`config.mk`:
```
export PLATFORM = sky130hd
export DESIGN_NAME = imm_encoder_loader_flat
export DESIGN_NICKNAME = d
export VERILOG_FILES = /design/src/rtl/imm_pkg.sv /design/src/rtl/imm_encoder_loader_if.sv /design/src/rtl/imm_encoder_loader_encode.sv /design/src/rtl/imm_encoder_loader.sv /design/src/flat_wrapper.sv
export SDC_FILE = /design/constraint.sdc
export NUM_CORES = 1
export LEC_CHECK = 0
export CORE_MARGIN = 10
export CORE_UTILIZATION = 41
export DETAILED_ROUTE_END_ITERATION = 16
export PLACE_DENSITY = 0.81
export SLEW_MARGIN = 20
export SYNTH_ARGS = -nofsm -noshare
export SYNTH_HDL_FRONTEND = slang
export SYNTH_SLANG_ARGS = --single-unit
```
`constraint.sdc`:
```
create_clock -name clk -period 3.3 [get_ports clk]
set_clock_uncertainty 0.2 [all_clocks]
set_input_delay 0.66 -clock clk [delete_from_list [all_inputs] [get_ports clk]]
set_output_delay 0.66 -clock clk [all_outputs]
set_load 0.03 [all_outputs]
```
`src/rtl/imm_pkg.sv`:
```
// Types and constants shared by the immediate encoder/loader and the core's immediate decoder.
package imm_pkg;

  typedef enum logic [2:0] {
    IMM_I = 3'b000,
    IMM_B = 3'b010
  } imm_src_t;

  localparam int I_MIN = -2048;
  localparam int I_MAX = 2047;
  localparam int B_MIN = -4096;
  localparam int B_MAX = 4094;

  localparam logic [1:0] ST_IDLE = 2'd0;
  localparam logic [1:0] ST_RUN  = 2'd1;
  localparam logic [1:0] ST_FULL = 2'd2;

  // Decoder-side view of the same field layout; encoder output must round-trip through this.
  function automatic logic [31:0] imm_decode(input logic [31:0] instr, input logic [2:0] src);
    logic [31:0] res;
    res = '0;
    case (src)
      IMM_I:   res = {{20{instr[31]}}, instr[31:20]};
      IMM_B:   res = {{19{instr[31]}}, instr[31], instr[7], instr[30:25], instr[11:8], 1'b0};
      default: res = '0;
    endcase
    return res;
  endfunction

endpackage

```
`src/rtl/imm_encoder_loader_if.sv`:
```
// Request handshake carrying an instruction template and the immediate to scatter into it.
interface imm_encoder_loader_if #(
  parameter int address_width = 32
);
  logic                     in_valid;
  logic                     in_ready;
  logic [2:0]               ImmSrc;
  logic [address_width-1:0] imm;
  logic [address_width-1:0] base;

  modport master (output in_valid, ImmSrc, imm, base, input in_ready);
  modport slave  (input in_valid, ImmSrc, imm, base, output in_ready);
endinterface

```
`src/rtl/imm_encoder_loader_encode.sv`:
```
// Combinational immediate scatter: places imm into I- or B-type fields of base and flags legality.
module imm_encode
  import imm_pkg::*;
#(
  parameter int address_width = 32
) (
  input  logic [address_width-1:0]        base,
  input  logic signed [address_width-1:0] imm,
  input  logic [2:0]                      ImmSrc,
  output logic [address_width-1:0]        word,
  output logic                            legal
);

  function automatic logic i_in_range(input logic signed [address_width-1:0] v);
    return (v >= I_MIN) && (v <= I_MAX);
  endfunction

  // B offsets are halfword-aligned; bit 0 has no field in the instruction.
  function automatic logic b_in_range(input logic signed [address_width-1:0] v);
    return (v[0] == 1'b0) && (v >= B_MIN) && (v <= B_MAX);
  endfunction

  always_comb begin
    word  = base;
    legal = 1'b0;
    case (ImmSrc)
      IMM_I: begin
        word[31:20] = imm[11:0];
        legal       = i_in_range(imm);
      end
      IMM_B: begin
        word[31]    = imm[12];
        word[30:25] = imm[10:5];
        word[11:8]  = imm[4:1];
        word[7]     = imm[11];
        legal       = b_in_range(imm);
      end
      default: begin
        word  = base;
        legal = 1'b0;
      end
    endcase
  end

endmodule

```
`src/rtl/imm_encoder_loader.sv`:
```
// Program loader: encodes immediates into instruction templates and writes them to consecutive words.
module imm_encoder_loader
  import imm_pkg::*;
#(
  parameter int                     address_width = 32,
  parameter int                     mem_words     = 256,
  parameter logic [address_width-1:0] start_addr  = '0
) (
  input  logic                             clk,
  input  logic                             rst,
  input  logic                             start,
  imm_encoder_loader_if.slave              req,
  output logic                             wr_en,
  output logic [address_width-1:0]         wr_addr,
  output logic [address_width-1:0]         wr_data,
  output logic [$clog2(mem_words):0]       count,
  output logic                             err,
  output logic                             full
);

  localparam int              CW   = $clog2(mem_words) + 1;
  localparam logic [CW-1:0]   LAST = CW'(mem_words - 1);

  logic [1:0]               state;
  logic                     xfer_p0;
  logic [address_width-1:0] enc_word_p0;
  logic                     enc_legal_p0;

  assign req.in_ready = (state == ST_RUN) & ~start;
  assign xfer_p0      = req.in_valid & req.in_ready;
  assign full         = (state == ST_FULL);

  imm_encode #(
    .address_width(address_width)
  ) u_encode (
    .base   (req.base),
    .imm    (req.imm),
    .ImmSrc (req.ImmSrc),
    .word   (enc_word_p0),
    .legal  (enc_legal_p0)
  );

  // p0 -> p1: accepted request becomes a registered write one cycle later
  always_ff @(posedge clk) begin
    if (rst) begin
      state   <= ST_IDLE;
      count   <= '0;
      err     <= 1'b0;
      wr_en   <= 1'b0;
      wr_addr <= '0;
      wr_data <= '0;
    end else if (start) begin
      state <= ST_RUN;
      count <= '0;
      err   <= 1'b0;
      wr_en <= 1'b0;
    end else begin
      wr_en <= 1'b0;
      if (xfer_p0) begin
        if (enc_legal_p0) begin
          wr_en   <= 1'b1;
          wr_addr <= start_addr + (address_width'(count) << 2);
          wr_data <= enc_word_p0;
          count   <= count + 1'b1;
          if (count == LAST) begin
            state <= ST_FULL;
          end
        end else begin
          err <= 1'b1;
        end
      end
    end
  end

endmodule
```
`src/flat_wrapper.sv`:
```
// flat-port wrapper written by rule: the top's interface ports become plain ports
module imm_encoder_loader_flat import imm_pkg::*;
#(
  parameter int                     address_width = 32,
  parameter int                     mem_words     = 256,
  parameter logic [address_width-1:0] start_addr  = '0
)
  (clk, rst, start, wr_en, wr_addr, wr_data, count, err, full, req_in_valid, req_ImmSrc, req_imm, req_base, req_in_ready);
  imm_encoder_loader_if #(.address_width(address_width)) req_i ();
  input  logic clk;
  input  logic rst;
  input  logic start;
  output logic wr_en;
  output logic [address_width-1:0] wr_addr;
  output logic [address_width-1:0] wr_data;
  output logic [$clog2(mem_words):0] count;
  output logic err;
  output logic full;
  input wire logic [$bits(req_i.in_valid)-1:0] req_in_valid;
  input wire logic [$bits(req_i.ImmSrc)-1:0] req_ImmSrc;
  input wire logic [$bits(req_i.imm)-1:0] req_imm;
  input wire logic [$bits(req_i.base)-1:0] req_base;
  output wire logic [$bits(req_i.in_ready)-1:0] req_in_ready;
  assign req_i.in_valid = req_in_valid;
  assign req_i.ImmSrc = req_ImmSrc;
  assign req_i.imm = req_imm;
  assign req_i.base = req_base;
  assign req_in_ready = req_i.in_ready;
  imm_encoder_loader #(.address_width(address_width), .mem_words(mem_words), .start_addr(start_addr)) u_core (.clk(clk), .rst(rst), .start(start), .req(req_i), .wr_en(wr_en), .wr_addr(wr_addr), .wr_data(wr_data), .count(count), .err(err), .full(full));
endmodule
```
==> out/qor.yml <==
drt_iter0_drc: 147
clk_pin_slew_ns: 0.11
nNetsFinal: 521
die_h_um: 106
hold_class: "register to register"
ys.flop_type: "dfxtp_1"
r2r-end: "u_core.wr_data[7]"
period_share_pct: 93.6
cts_tree: "built"
ant_nets: 0
drc: 0
finalSetupTns_ns: 0
leakagePower_nw: 1.56
finalMaxSlewViolations: 0
grt_pass1_wl_um: 15400
cp-end-kind: "output port"
area_growth_pct: 45.9
core_um2: 7210
worst_r2r_path_depth: 6
multi_input_area_um2: 1720
ir_drop_mv: 0.261
grt_max_degree: 31
rrSetupSlack_ns: 1.30
synth_edf_count: 0
insertion_delay_ns: 0.31
start_kind: "input port"
crit_arrival_ns: 2.23
hold_path_depth: 2
ctsHoldBuffers: 0
grt_pass1_vias: 3091
drt-total-wl_um: 9710
drive_gt1_share_pct: 10.7
via_count: 3027
slew-limit-headroom_pct: 52.6
dp_hpwl_um: 7430
start_util_pct: 42.0
cts_setup_buffers: 0
critical_path.max_fanout: 3
grtUsageMet1_pct: 18.1
syn_avg_cell_area_um2: 9.10
synth_seq_cells: 54
antenna_found_initial: 0
mostFrequentLayoutCell: "clkdlybuf4s50_1"
root_buffer: "clkbuf_8"
wire_per_inst_um: 17.7
finalHoldViolCount: 0
rsz0062_at_grt: "no"
syn_inst: 333
io_buffers: 124
required_ns: 2.44
yosysSeqAreaShare_pct: 35.7
post-route-min-period_ns: 3.09
use_met3_pct: 8.45
regArea_um2: 1080
grt-busiest-layer: "met2"
met2_usage_pct: 26.6
die-area_um2: 11200
status: "finished, final reports clean"
synth_warnings: 0
worstHoldStart: "u_core.wr_addr[9]"
grt_overflow_total: 0
clock-sinks: 54
boundaryPins: 148
tightest_slew_ns: 0.709
cts_inserted_buffers: 5
setup_viol: 0
cts.repair.resized: 0
syn_area_um2: 3030
layout_common_cells: "clkdlybuf4s50_1 (123), dfxtp_1 (54), o31ai_1 (26), a21oi_1 (24)"
worstSetupPathType: "input port to output port"
synth.distinct_cells: 40
hold_end: "u_core.wr_addr[9]"
fmax_ghz: 0.324
cap_violations: 0
antenna_cells: 0
die_x_um: 106
cp-startpoint: "start"
timing.rr.start: "u_core.state[0]"
power_density_nw_per_um2: 302
rows: 31
async_flop_share_pct: 0
viasPerCell: 5.52
fillers: 645
htreeDepth: 2
gp_congestion: 0.769
drtPass1Iterations: 5
cts.path.max_buffers: 2
total_power_mw: 1.33
grtUsageTotal_pct: 16.2
-- area by class of cell --
cell class | count | share of cell area, %
clock buffer | 5 | 1.56
clock inverter | 3 | 1.10
inverter | 3 | 0.255
multi-input combinational | 244 | 38.9
sequential | 54 | 24.4
tap | 99 | 2.80
timing repair buffer | 140 | 30.9
-- metal layers --
| metal | vias up | wire length (um) |
|---|---|---|
| met2 | 123 | 4690 |
| met4 | 0 | 123 |
| met5 | - | 0 |
| met3 | 12 | 1070 |
| met1 | 1433 | 3820 |
| li1 | 1459 | - |
-- state kept, by name (all words and copies together) (netlist names) --
| register | flops |
|---|---|
| u_core.count | 9 |
| u_core.wr_data | 32 |
| u_core.wr_addr | 9 |
| u_core.err | 1 |
| u_core.wr_en | 1 |
| u_core.state | 2 |
-- per-stage QoR --
stage,instance area (um2),setup WS (ns),std cells,hold WS [ns],util (%)
4_1_cts,4420,0.198,548,0.281,61.2
6_report,4420,0.210,548,0.279,61.3
3_5_place_dp,4300,0.184,540,0.266,59.6
2_1_floorplan,3110,0.265,355,0.240,-
3_3_place_gp,4300,0.213,540,0.254,59.6
5_1_grt,4420,0.156,548,0.303,61.3
-- kinds of logic (layout without fill, tap and decap cells) --
kind of cell	count (synthesis)	count (layout)	share of synthesized area [%]
AND/OR/NAND/NOR	89	89	18.3
buffers and inverters	57	151	10.8
multiplexers	23	23	7.59
flip-flops	54	54	35.7
other	1	23	0.124
AO/OA/AOI/OAI	107	107	26.7
adder cells (fa/ha/maj)	2	2	0.825
-- where the power goes --
group          leakage (nW)  switching (mW)  total [mW]  internal (mW)
clock network        0.0563           0.242       0.474          0.232
logic                  1.07           0.106       0.207          0.101
registers             0.435        0.000882       0.653          0.652
-- synthesized netlist by cell type (8+ instances only) --
cell type,instances,area [um2]
mux2i_1,23,230
dfxtp_1,54,1080
nand2_1,17,63.8
o31ai_1,26,195
and3_1,8,50.1
o31ai_2,17,213
nand4b_1,18,158
o211ai_1,23,173
a21oi_1,26,130
nand4_1,10,62.6
nor2_1,8,30.0
clkbuf_1,21,78.8
buf_4,24,180
-- worst max-delay path, cell delays in order --
cell and delay [ns]:
clkdlybuf4s50_1 0.45, nor3b_1 0.35, clkdlybuf4s50_1 0.77
-- how the worst max path moves through the flow --
stage	to	slack, ns
after global routing	req_in_ready	0.16
final	req_in_ready	0.21
after global placement	u_core.state[0]	0.21
after floorplan	u_core.wr_data[10]	0.26
after CTS	req_in_ready	0.20
after detailed placement	u_core.wr_data[7]	0.18
(Power assumes the default switching activity.)
